File: src/rtl/mem_req_arbiter.sv
// mem_req_arbiter
//   Arbitrates between a load requester (r0) and a store requester (r1) for a
//   single memory access adapter. One transaction is in flight at a time:
//   IDLE (grant + latch) -> ISSUE (one-cycle task strobe) -> BUSY (wait for
//   adapter done) -> RESP (one-cycle done pulse to the granted requester).
//   Ties are resolved round-robin. Load results are byte/half/word extended.
//
// Ports
//   clk_in, rst_in         clock, asynchronous active-high reset
//   rdy_in                 global enable; every register holds while low
//   flush_pipline          synchronous abort back to IDLE, no done pulse
//   r0_*                   load requester: valid/addr/size/signed in, done/data out
//   r1_*                   store requester: valid/addr/size/data in, done out
//   have_mem_access_task   one-cycle task strobe to the adapter
//   mem_access_*           latched request fields (zero outside ISSUE/BUSY)
//   mem_access_task_done   adapter completion pulse, honoured only in BUSY
//   mem_access_data_out    adapter read data, valid with done
module mem_req_arbiter (
  input  logic        clk_in,
  input  logic        rst_in,
  input  logic        rdy_in,
  input  logic        flush_pipline,
  input  logic        r0_valid,
  input  logic [31:0] r0_addr,
  input  logic [1:0]  r0_size,
  input  logic        r0_signed,
  output logic        r0_done,
  output logic [31:0] r0_data,
  input  logic        r1_valid,
  input  logic [31:0] r1_addr,
  input  logic [1:0]  r1_size,
  input  logic [31:0] r1_data,
  output logic        r1_done,
  output logic        have_mem_access_task,
  output logic [31:0] mem_access_addr,
  output logic        mem_access_rw,
  output logic [1:0]  mem_access_size,
  output logic [31:0] mem_access_data,
  input  logic        mem_access_task_done,
  input  logic [31:0] mem_access_data_out
);

  typedef enum logic [1:0] {
    IDLE  = 2'd0,
    ISSUE = 2'd1,
    BUSY  = 2'd2,
    RESP  = 2'd3
  } state_t;

  state_t      state_r, state_s, state_nx_s;
  logic        last_grant_r, last_grant_s, grant_nx_s;  // 0 = r0, 1 = r1
  logic        grant_r, grant_s;
  logic [31:0] lat_addr_r, lat_addr_s;
  logic [31:0] lat_wdata_r, lat_wdata_s;
  logic [1:0]  lat_size_r, lat_size_s;
  logic        lat_signed_r, lat_signed_s;
  logic        lat_rw_r, lat_rw_s;
  logic [31:0] result_r, result_s, result_nx_s;
  logic        drive_s;
  logic        r0_done_r, r0_done_s;
  logic        r1_done_r, r1_done_s;
  logic [31:0] r0_data_r, r0_data_s;
  logic        task_r;
  logic [31:0] out_addr_r, out_wdata_r;
  logic        out_rw_r;
  logic [1:0]  out_size_r;

  // Byte/half results take the sign bit or zero above; 2'b10 and 2'b11 are words.
  function automatic logic [31:0] extend_load(input logic [31:0] raw,
                                              input logic [1:0]  size,
                                              input logic        sgn);
    case (size)
      2'b00:   extend_load = {{24{sgn & raw[7]}}, raw[7:0]};
      2'b01:   extend_load = {{16{sgn & raw[15]}}, raw[15:0]};
      default: extend_load = raw;
    endcase
  endfunction

  // Next-state, grant/latch and next-output computation.
  always_comb begin
    state_nx_s   = state_r;
    grant_nx_s   = last_grant_r;
    grant_s      = grant_r;
    lat_addr_s   = lat_addr_r;
    lat_wdata_s  = lat_wdata_r;
    lat_size_s   = lat_size_r;
    lat_signed_s = lat_signed_r;
    lat_rw_s     = lat_rw_r;
    result_nx_s  = result_r;
    case (state_r)
      IDLE: begin
        if (r0_valid || r1_valid) begin
          // On a tie the requester that did not win last time is served.
          if (r0_valid && r1_valid) begin
            grant_nx_s = ~last_grant_r;
          end else begin
            grant_nx_s = r1_valid;
          end
          grant_s = grant_nx_s;
          if (grant_nx_s) begin
            lat_addr_s   = r1_addr;
            lat_wdata_s  = r1_data;
            lat_size_s   = r1_size;
            lat_signed_s = 1'b0;
            lat_rw_s     = 1'b1;
          end else begin
            lat_addr_s   = r0_addr;
            lat_wdata_s  = 32'd0;
            lat_size_s   = r0_size;
            lat_signed_s = r0_signed;
            lat_rw_s     = 1'b0;
          end
          state_nx_s = ISSUE;
        end else begin
          state_nx_s = IDLE;
        end
      end
      ISSUE: state_nx_s = BUSY;
      BUSY: begin
        if (mem_access_task_done) begin
          result_nx_s = mem_access_data_out;
          state_nx_s  = RESP;
        end else begin
          state_nx_s  = BUSY;
        end
      end
      RESP:    state_nx_s = IDLE;
      default: state_nx_s = IDLE;
    endcase

    // Flush wins over everything, including a same-cycle adapter done;
    // the round-robin pointer survives it.
    state_s      = flush_pipline ? IDLE : state_nx_s;
    last_grant_s = flush_pipline ? last_grant_r : grant_nx_s;
    result_s     = flush_pipline ? result_r : result_nx_s;

    drive_s   = (state_s == ISSUE) || (state_s == BUSY);
    r0_done_s = (state_s == RESP) && !grant_s;
    r1_done_s = (state_s == RESP) && grant_s;
    r0_data_s = r0_done_s ? extend_load(result_s, lat_size_s, lat_signed_s) : r0_data_r;
  end

  // State, latched request and registered outputs; frozen while rdy_in is low.
  always_ff @(posedge clk_in or posedge rst_in) begin
    if (rst_in) begin
      state_r      <= IDLE;
      last_grant_r <= 1'b0;
      grant_r      <= 1'b0;
      lat_addr_r   <= 32'd0;
      lat_wdata_r  <= 32'd0;
      lat_size_r   <= 2'd0;
      lat_signed_r <= 1'b0;
      lat_rw_r     <= 1'b0;
      result_r     <= 32'd0;
      r0_done_r    <= 1'b0;
      r1_done_r    <= 1'b0;
      r0_data_r    <= 32'd0;
      task_r       <= 1'b0;
      out_addr_r   <= 32'd0;
      out_wdata_r  <= 32'd0;
      out_rw_r     <= 1'b0;
      out_size_r   <= 2'd0;
    end else if (rdy_in) begin
      state_r      <= state_s;
      last_grant_r <= last_grant_s;
      grant_r      <= grant_s;
      lat_addr_r   <= lat_addr_s;
      lat_wdata_r  <= lat_wdata_s;
      lat_size_r   <= lat_size_s;
      lat_signed_r <= lat_signed_s;
      lat_rw_r     <= lat_rw_s;
      result_r     <= result_s;
      r0_done_r    <= r0_done_s;
      r1_done_r    <= r1_done_s;
      r0_data_r    <= r0_data_s;
      task_r       <= (state_s == ISSUE);
      out_addr_r   <= drive_s ? lat_addr_s  : 32'd0;
      out_wdata_r  <= drive_s ? lat_wdata_s : 32'd0;
      out_rw_r     <= drive_s ? lat_rw_s    : 1'b0;
      out_size_r   <= drive_s ? lat_size_s  : 2'd0;
    end
  end

  assign r0_done              = r0_done_r;
  assign r1_done              = r1_done_r;
  assign r0_data              = r0_data_r;
  assign have_mem_access_task = task_r;
  assign mem_access_addr      = out_addr_r;
  assign mem_access_rw        = out_rw_r;
  assign mem_access_size      = out_size_r;
  assign mem_access_data      = out_wdata_r;

endmodule

File: config.mk
export PLATFORM = sky130hd
export DESIGN_NAME = mem_req_arbiter
export DESIGN_NICKNAME = d
export VERILOG_FILES = /design/src/rtl/mem_req_arbiter.sv
export SDC_FILE = /design/constraint.sdc
export NUM_CORES = 1
export LEC_CHECK = 0
export ABC_AREA = 1
export CORE_ASPECT_RATIO = 0.7
export CORE_UTILIZATION = 50
export CTS_BUF_LIST = sky130_fd_sc_hd__clkbuf_4
export DETAILED_ROUTE_END_ITERATION = 6
export PLACE_DENSITY = 0.81
export SYNTH_ARGS = -nofsm -noshare
export SYNTH_HDL_FRONTEND = slang
export SYNTH_SLANG_ARGS = --single-unit
File: constraint.sdc
create_clock -name clk_in -period 13 [get_ports clk_in]
set_input_delay 2.6 -clock clk_in [delete_from_list [all_inputs] [get_ports clk_in]]
set_output_delay 2.6 -clock clk_in [all_outputs]
set_load 0.01 [all_outputs]
[Word-level counts from Yosys, hierarchy flattened]
Index checks and enable logic that the tools add are counted.
Word-level totals
  output and inout port bits: 102
  register bits after elaboration: 206
  word-level logic and storage cells: 70
  input port bits: 140
Operators by class
  muxes and demuxes: 32
  reduce and logical (&&, ||, !) cells: 10
  bitwise operators: 4
  eq/ne operators: 7
Operator list (count)
  2-to-1 mux 32 bit: 11
  case mux 32 bit (2 select lines): 1
  2-to-1 mux 1 bit: 14
  2-to-1 mux 2 bit: 5
  equality test 2 bit (second input constant): 4
  case mux 2 bit (4 select lines): 1
  equality test 2 x 1 -> 1 bit (second input constant): 3
  zero test 2 bit: 2
  AND reduction 4 bit: 1
  logical AND 1 bit: 3
  AND 1 bit: 2
  logical OR 1 bit: 2
  inverter 1 bit: 2
  AND reduction 2 bit: 1
  zero test 1 bit: 1

[Logic depth before layout (Yosys ltp)]
Gate-level depths: netlist (run 1).
  word-level depth: 9
  gate-level depth with buffers: 14
  mapped depth without buffers: 11

[Least setup slack after synthesis (run 1)]
OpenSTA, ideal clock, no wires.
  kind: input port to flip-flop
  start: input r0_valid
  end: register r0_data_r[16] (netlist: r0_data[16])
  cell stages on the path: 9
  path buffers: 1
  required time: 12887 ps
  library setup time: 113 ps
  data arrival time: 3890 ps
  path slack: 8997 ps
  cell sequence: nor2_1 -> a211oi_1 -> ha_1 -> nand4_2 -> clkbuf_1 -> a21oi_1 -> nand3_1 -> nand2_1 -> inv_1
On the way
  elaborated cells between the ends (all ways): 25
  classes of those cells: eq/ne (2); mux (15); bitwise (2); reduce/logical (6)
RTL lines
  start: declaration: line 23  | input logic r0_valid,
  logical OR 1 bit: line 92  | if (r0_valid || r1_valid) begin
  2-to-1 mux 1 bit: line 92
  case mux 2 bit (4 select lines): line 90  | case (state_r)
  2-to-1 mux 2 bit: line 133  | state_s = flush_pipline ? IDLE : state_nx_s;
  named net state_s[0]: line 50  | state_t state_r, state_s, state_nx_s;
  equality test 2 bit: line 138  | r0_done_s = (state_s == RESP) && !grant_s;
  logical AND 1 bit: line 138
  AND reduction 2 bit (no line)
  end signal: assignment: line 175  | r0_data_r <= r0_data_s;
  end: declaration: line 62  | logic [31:0] r0_data_r, r0_data_s;
The timed path passes the listed nets, and every way through them passes these cells. The select of a mux whose other input is x is not followed.
A chain may end at the register's enable or synchronous reset.

[Worst setup path after layout (run 1)]
  start: input r1_valid
  end: register r0_data_r[16] (netlist: r0_data[16])
On the way
  word-level cells in the longest chain between the ends: 9
  elaborated cells between the ends (all ways): 25
  classes of those cells: eq/ne (2); mux (15); bitwise (2); reduce/logical (6)
RTL lines
  start: declaration: line 29  | input logic r1_valid,
  logical AND 1 bit: line 94  | if (r0_valid && r1_valid) begin
  2-to-1 mux 1 bit: line 94
  2-to-1 mux 1 bit: line 92
  2-to-1 mux 1 bit: line 90
  2-to-1 mux 2 bit (tied with other cells): line 100  | if (grant_nx_s) begin
  2-to-1 mux 2 bit (tied with other cells): line 92
  2-to-1 mux 2 bit (tied with other cells): line 90
  equality test 2 x 1 -> 1 bit (tied with other cells): line 72  | case (size)
  case mux 32 bit (2 select lines) / AND reduction 2 bit (equally long branches)
Several ways; a longest one is shown, not always the timed one. The select of a mux whose other input is x is not followed.

==> results.md, run 1 <==
Final layout:
- The fraction of layout instances using a drive strength above 1 is 0.0769.
- The multi-input combinational cells in the finished layout cover a total of between 0.003 and 0.004 sq mm.
- The number of antenna cells inserted is 0.
- The final design area excluding fillers is 0.0125 sq mm.
- Relative to the synthesized area, the layout overhead comes to 32.4%.
- The count of fill cells added during filler insertion is about 1,500.
- The area of all sequential standard cells is 0.00515 sq mm.
- For this run, the post-layout net count is 1,543.

Power and ir drop:
- In this run the power density over the cells is 179 mW/mm^2.
- Summed over all cells, the static leakage comes to 6.00 nW.
- The net switching fraction of the power is 0.351.
- The internal portion of the total power is 1.45 mW.
- Of the total power, the clock network draws 0.228.
- The worst vdd rail ir drop is roughly 0.0001 V.
- The logic gate share of total power is 0.350.
- The share of total power dissipated in sequential elements is 0.422.
- The net switching power figure is 0.785 mW.

Place:
- The cell area reported after detailed placement is 0.0119 sq mm.
- Port buffering added between 200 and 250 buffers.
- The congestion estimate from routability-driven global placement came to 0.874.
- Detailed placement ended at an HPWL of roughly 17 mm.
- The worst slack at placement is between 7 and 8 ns.

Floorplan:
- Measured along the x axis, the die boundary spans 166 microns.
- Row generation in the floorplan step produced 41 rows.
- The initial standard-cell utilization of the core is 0.517.
- Pin placement for this block handled between 200 and 250 I/O pins.
- The height of the die is 117 microns.
- The core region is between 0.015 and 0.02 sq mm.
- The die area is 0.0194 sq mm.

STA:
- The post-layout minimum cycle time is approximately 5.1 ns.
- Timing would allow up to 0.196 GHz.
- In the final timing run, aggregate negative setup slack is 0 ns.
- The clock skew is approximately 0.027 ns.
- The transition time of the tightest slew-check pin is 1.16 ns.
- The ratio of final minimum period to clock period is 0.392.
- Setup violations remaining at the end of the flow were counted as 0.
- The count of endpoints failing hold in the final timing report is 0.
- The final critical-path setup slack is around 7.9 ns.
- Setup repair after global routing left no endpoint under its margin.
- The number of pins with negative max-slew slack in the final report was 0.
- Measured against its own limit, the worst slew margin works out to 0.227.

Logic synthesis:
- The most instantiated library cell after synthesis is nand2_1.
- The count of warnings emitted by yosys is 0.
- Ranked by instance count, the synthesized netlist is headed by 416 x nand2_1, 206 x dfrtp_1, 172 x o21ai_0.
- For this run, the register share of the synthesized area comes to 0.546.
- Of all flip-flops after synthesis, the portion carrying an async set or reset was 1.00.
- Synthesis produced a netlist whose cell count is 1,173.
- In this run the cell area of the synthesized design comes to approximately 0.0094 sq mm.
- The per-instance average area after synthesis is about 8.1 sq um.
- Yosys attributes the largest share of cell area to dfrtp_1 55%, nand2_1 17%, o21ai_0 9.1%.
- The number of different library cells used by synthesis comes to 26.
- Counting flops with a built-in enable in the synthesized netlist gives 0.
- After synthesis the netlist holds a flip-flop and latch count of ~200.
- The number of nets handed over by synthesis was 1,318.
- The post-synthesis cell type with the largest combined area is dfrtp_1.
- The share of synthesized area in the top cell type comes to 0.546.
- The flip-flop cell with the highest count after synthesis is dfrtp_1.

Clocking:
- The clock transition at the registers of the reported paths is roughly 0.070 ns.
- Buffers inserted to repair hold after CTS numbered 0.
- The TritonCTS clock tree is built.
- TritonCTS created 50 clock buffers.
- The cell at the root of the clock tree is clkbuf_4.
- The quantity of gates resized following cts is 0.
- No sink is reached through more buffers than the 3 on the longest clock path.
- The number of setup buffers added after CTS is 0.
- Clock latency on the worst-skew pair, taken at its later pin, is between 0.6 and 0.7 ns.
- The total clock sinks is 206.
- The H-tree was split into 2 levels.

Outcome:
- The checks that failed: design-rule violations.
- The flow ran to the end, but the final reports show violations.

Worst setup path:
- Setup slack on the worst reg-to-reg path comes out at 9.87 ns.
- The timing endpoint of the critical path is r0_data[16].
- The worst register-to-register path ends at r0_data[16].
- The worst register-to-register path begins at state_r[0].
- STA classifies the critical path endpoint as a register.
- For the worst setup path, the data arrival time is 5.59 ns.
- Along the worst path, the maximum fanout reaches 102.
- The worst setup path is launched from an input port.
- The launching element of the worst setup path is r1_valid.
- The worst register-to-register path has a depth of 12.
- The kind of critical path is input port to register.
- Data on the critical path is required at its endpoint by around 14 ns.

Route:
- The number of routed nets with antenna violations is 0.
- After detailed routing, the number of remaining DRC violations is 20.
- The detailed router finished its first iteration with 608 violations.
- After detailed routing, the number of vias per cell comes to 5.31.
- The routed layout has 8,846 vias.
- For this block, the routed nets add up to 26.0 mm of wire.
- For this run, the detailed router's first-pass iteration total came to 7.
- The average wire length per cell after detail routing is 15.6 microns.

Global routing:
- The first global-routing pass estimated 41.9 mm of wire.
- Entering global routing, the biggest net connects between 100 and 150 pins.
- The leftover overflow at the end of global routing is 0.
- The via count of the first global-routing pass is between 8,000 and 9,000.
- In the global route stage, overall resource usage came out at 0.270.
- The initial antenna violation count was 0.

Run:
- The number of maximum-capacitance constraint violations is 0.

Hold path:
- The class of the most critical hold timing path is register to register.
[routing by layer]
layer / share of wire / vias up / wire length, microns / track usage
met3: 0.075 / 50 / 1940 / 0.0605
met5: 0 / - / 0 / 0
met1: 0.45 / 4189 / 11800 / 0.366
li1: - / 4243 / - / -
met2: 0.45 / 364 / 11700 / 0.432
met4: 0.023 / 0 / 602 / 0.0981
[placed cells by master (no fill, tap or decap), types with 2 or more instances in the layout]
| cell type | count |
|---|---|
| clkdlybuf4s50_1 | 240 |
| ha_1 | 4 |
| or2_2 | 12 |
| nor2_1 | 19 |
| clkinv_1 | 10 |
| inv_1 | 91 |
| clkbuf_4 | 74 |
| o21ai_0 | 172 |
| nand3_1 | 89 |
| o211ai_1 | 32 |
| buf_4 | 11 |
| nand2_1 | 416 |
| dfrtp_1 | 206 |
| a21oi_1 | 33 |
| nand2_2 | 3 |
| a31oi_1 | 2 |
| or2_1 | 2 |
| inv_2 | 2 |
| nand3_2 | 2 |
| or2_0 | 2 |
[logic make-up after synthesis]
family | synth area share
AO/OA/AOI/OAI | 0.137
adder cells (fa/ha/maj) | 0.00663
AND/OR/NAND/NOR | 0.237
flip-flops | 0.546
buffers and inverters | 0.0733
[critical path, cell delays in order]
cell and delay (ns):
clkdlybuf4s50_1 0.60, nor2_1 0.13, nor2_4 0.09, buf_4 0.77, nand3_1 0.23, nand2_2 0.36
nor2_1 0.11, nand2_2 0.38, nand3_1 0.15, nand2_1 0.10, inv_1 0.05
[through the flow]
| stage | cells | hold WS [ns] | power [mW] | utilization |
|---|---|---|---|---|
| floorplan | 1173 | 0.449 | 1.35 | - |
| global placement | 1582 | 0.461 | 1.71 | 0.652 |
| detailed placement | 1582 | 0.465 | 1.74 | 0.652 |
| CTS | 1666 | 0.481 | 2.25 | 0.685 |
| global route | 1666 | 0.496 | 2.39 | 0.685 |
| finish | 1666 | 0.476 | 2.24 | 0.685 |
[flip-flops by register name, indices dropped and copies added, names as in the netlist]
signal                flops
last_grant_r              1
lat_addr_r               32
lat_size_r                2
r0_data                  32
grant_r                   1
have_mem_access_task      1
mem_access_data          32
state_r                   2
r1_done                   1
mem_access_addr          32
lat_rw_r                  1
lat_wdata_r              32
result_r                 32
mem_access_size           2
mem_access_rw             1
lat_signed_r              1
r0_done                   1
[how the worst min path moves through the flow]
stage | cells past startpoint | slack, ns | start | to
after CTS | 2 | 0.48 | have_mem_access_task | have_mem_access_task
after global placement | 2 | 0.46 | have_mem_access_task | have_mem_access_task
final | 2 | 0.48 | have_mem_access_task | have_mem_access_task
after floorplan | 2 | 0.45 | result_r[16] | result_r[16]
after global routing | 2 | 0.50 | lat_addr_r[22] | lat_addr_r[22]
after detailed placement | 2 | 0.47 | result_r[22] | result_r[22]
[layout make-up]
type                       count  area share
timing repair buffer         251       0.199
clock buffer                  74      0.0444
inverter                      95      0.0293
multi-input combinational    794       0.289
sequential                   206       0.412
tap                          236      0.0236
clock inverter                10     0.00300
[power by group through the flow]
stage	sequential [mW]	clock, mW	combinational, mW
2_1_floorplan	0.978	0	0.375
3_3_place_gp	0.948	0	0.764
3_5_place_dp	0.953	0	0.784
4_1_cts	0.945	0.520	0.787
5_1_grt	0.966	0.557	0.872
6_report	0.945	0.511	0.784
No activity file was read; power rests on OpenSTA's default activity.
==> run 2, diff against run 1 <==
Clock period 13 ns to 5.3 ns, I/O delays scaled along.
==> results.md, run 2 (synthesis results as in run 1) <==
STA:
- The sum of negative setup slack is 0 ns (unchanged).
- The count of endpoints failing hold in the final timing report is 0 (unchanged).
- The ratio of final minimum period to clock period is 0.582.
- The clock skew is 0.0223 ns (-0.00428 ns).
- The relative slew slack came to 0.196 (-0.0313).
- The transition time of the tightest slew-check pin is 1.21 ns (+0.0487 ns).
- Setup repair after global routing left no endpoint under its margin.
- Derived from the worst setup path, the maximum achievable clock frequency is 0.324 GHz.
- The number of pins with negative max-slew slack in the final report was 0 (unchanged).
- The final setup violation count was 0 (unchanged).
- The smallest clock period supported by the final layout is computed as 3.08 ns.

Final layout:
- The fraction of layout instances using a drive strength above 1 is 0.0774 (+0.000429).
- The top cell types in the final layout, fill and taps aside, are 416 x nand2_1, 240 x clkdlybuf4s50_1, 206 x dfrtp_1.
- The number of antenna cells inserted came to 0 (unchanged).
- Compared with the post-synthesis result, the final layout area differs by 32.7%.
- The net total in the final layout is 1,544 (+0.065%).
- The final design area excluding fillers is 0.0125 sq mm (+0.20%).
- Leaving out fill and tap cells, the most frequent cell in the layout is nand2_1.

Power and ir drop:
- The power per cell area is 437 mW/mm^2 (+140%).
- The relative contribution of the clock network to total power is 0.227 (about the same).
- The logic gate share of total power came to 0.352 (+0.002).
- The worst vdd rail ir drop is 0.000203 V (+100%).
- The part of the power in registers is 0.422 (about the same).
- The design internal power is 3.56 mW (+140%).
- The net switching fraction of the power came to 0.350 (-0.000977).
- The net switching power figure was 1.91 mW (+140%).
- The standby leakage power is 6.01 nW (+0.15%).

Global routing:
- The initial antenna violation count is 0 (unchanged).
- The global-route wire length before repair is 42.2 mm (+0.72%).
- The leftover overflow at the end of global routing is 0 (unchanged).
- The via count of the first global-routing pass was 8,487 (+0.52%).
- The aggregate global-route resource usage was 0.271 (+0.000739).
- The pin count of the biggest net entering global routing was 109 (+5.8%).

Hold path:
- The min-delay analysis places its worst path in the category register to register.
- The count of cells along the worst hold path came to 2 (unchanged).

Route:
- The detailed-route vias per instance is 5.25 (-1.1%).
- The length of the first detailed-routing pass in iterations is 7 (unchanged).
- The detailed-route via count was 8,774 (-0.81%).
- The post-detailed-route DRC marker count is 19 (-5.0%).
- The number of violations reported at the end of detailed-routing iteration 0 came to 718 (+18%).
- The average wire length per cell after detail routing is 15.5 microns (-0.85%).
- The final wirelength was 25.9 mm (-0.56%).
- The number of routed nets with antenna violations came to 0 (unchanged).

Worst setup path:
- The critical path's top delay family is adder cells.
- The slowest stage of the critical path is the ha_2 cell.
- The instance count on the critical path is 5 (-6).
- The logic depth of the worst register-to-register path is 10 (-2).
- The data arrival at the endpoint of the critical path is 3.50 ns (-2.09 ns).
- STA classifies the critical path startpoint as an input port.
- Traced cell by cell, the critical path runs through clkdlybuf4s50_1, nor2_1, a211oi_1, ha_2, o21ai_0.
- The sum of buffers and inverters on the critical path is 1 (-2).
- By startpoint and endpoint, the worst setup path is classified as input port to register.
- STA classifies the critical path endpoint as a register.
- The endpoint required time on the critical path is 5.72 ns (-7.78 ns).
- The largest fanout on the critical path is 67 (-34%).
- The longest individual stage delay on the worst path is 1.00 ns (+0.23 ns).

Clocking:
- The tree is rooted in a clkbuf_4.
- The total setup buffers inserted after CTS came to 0 (unchanged).
- The quantity of gates resized following cts is 0 (unchanged).
- The count of hold-fix buffers inserted at cts came to 0 (unchanged).
- TritonCTS built the clock tree.
- The clock insertion delay at the later pin of the skew report is 0.62 ns (about the same).
- The number of buffers created by CTS is 50 (unchanged).
- The total clock sinks was 206 (unchanged).
- The maximum clock path buffer count is 3 (unchanged).
- The clock transition at the registers of the reported paths is 0.07 ns (about the same).
- The deepest level of the CTS H-tree is 2 (unchanged).

Run:
- The number of maximum-capacitance constraint violations is 0 (unchanged).

Place:
- The count of input and output buffers was 241 (unchanged).
- The placer congestion estimate came to 0.805 (-8.0%).
- The final HPWL from detailed placement is 16.8 mm (+0.85%).
- The cell area reported after detailed placement is 0.0119 sq mm (+0.14%).

Floorplan:
- The placeable core area is 0.0183 sq mm (unchanged).
- The standard-cell row count is 41 (unchanged).
- The total I/O pin count came to 242 (unchanged).
- The initial standard-cell utilization of the core came to 0.517 (unchanged).
- The height of the die is 117 microns (unchanged).
- The floorplan die width was 166 microns (unchanged).
- The die area came to 0.0194 sq mm (unchanged).

Outcome:
- The run finished, with violations left.
- The checks that failed: design-rule violations.
## run 2: cell count changes in the layout (fill, tap and decap cells not counted)
cell,before,now
inv_8,1,0
inv_2,2,3
clkinv_2,0,1
buf_12,0,1
clkbuf_4,74,72
clkinv_1,10,14
clkinvlp_4,0,1
## run 2: per-stage QoR
stage           util  hold WS [ns]  cells  setup slack, ns  total power, mW
3_3_place_gp   0.653         0.459   1583             1.74             4.18
4_1_cts        0.686         0.484   1671             2.21             5.52
3_5_place_dp   0.653         0.465   1583             1.54             4.25
6_report       0.686         0.483   1671             2.22             5.48
2_1_floorplan      -         0.449   1173             1.57             3.32
5_1_grt        0.686         0.504   1671             1.97             5.87
## run 2: worst reg2reg max path, delay by kind of cell, from the launching register on
| kind | cells | cell delay [ns] |
|---|---|---|
| buffers and inverters | 5 | 1.26 |
| flip-flops | 1 | 0.37 |
| AND/OR/NAND/NOR | 4 | 0.82 |
| adder cells (fa/ha/maj) | 1 | 0.18 |
## run 2: power by group through the flow
stage | logic (mW) | clock network (mW) | registers, mW
6_report | 1.93 | 1.24 | 2.31
5_1_grt | 2.15 | 1.35 | 2.37
4_1_cts | 1.94 | 1.27 | 2.31
3_5_place_dp | 1.93 | 0 | 2.32
3_3_place_gp | 1.87 | 0 | 2.31
2_1_floorplan | 0.921 | 0 | 2.40
## run 2: worst paths after layout
check                      slack (ns)                   to          from
max                              2.22  mem_access_data[23]      r1_valid
min                              0.48         result_r[17]  result_r[17]
max reg2reg                      2.55          r0_data[16]    state_r[0]
min reg2reg                      0.48         result_r[17]  result_r[17]
max in group asynchronous        3.36       lat_wdata_r[7]        rst_in
min in group asynchronous        0.92          result_r[1]        rst_in
## run 2: per-layer routing
| metal | track usage | share of wire |
|---|---|---|
| met1 | 0.372 | 0.44 |
| met2 | 0.428 | 0.45 |
| met3 | 0.0672 | 0.089 |
| met4 | 0.0864 | 0.021 |
| met5 | 0 | 0 |
## run 2: area by class of cell
cell class | instances | area (sq um)
fill | 1499 | 5730
sequential | 206 | 5150
multi-input combinational | 794 | 3610
timing repair buffer | 252 | 2500
clock buffer | 72 | 541
inverter | 95 | 363
tap | 236 | 295
clock inverter | 16 | 61.3
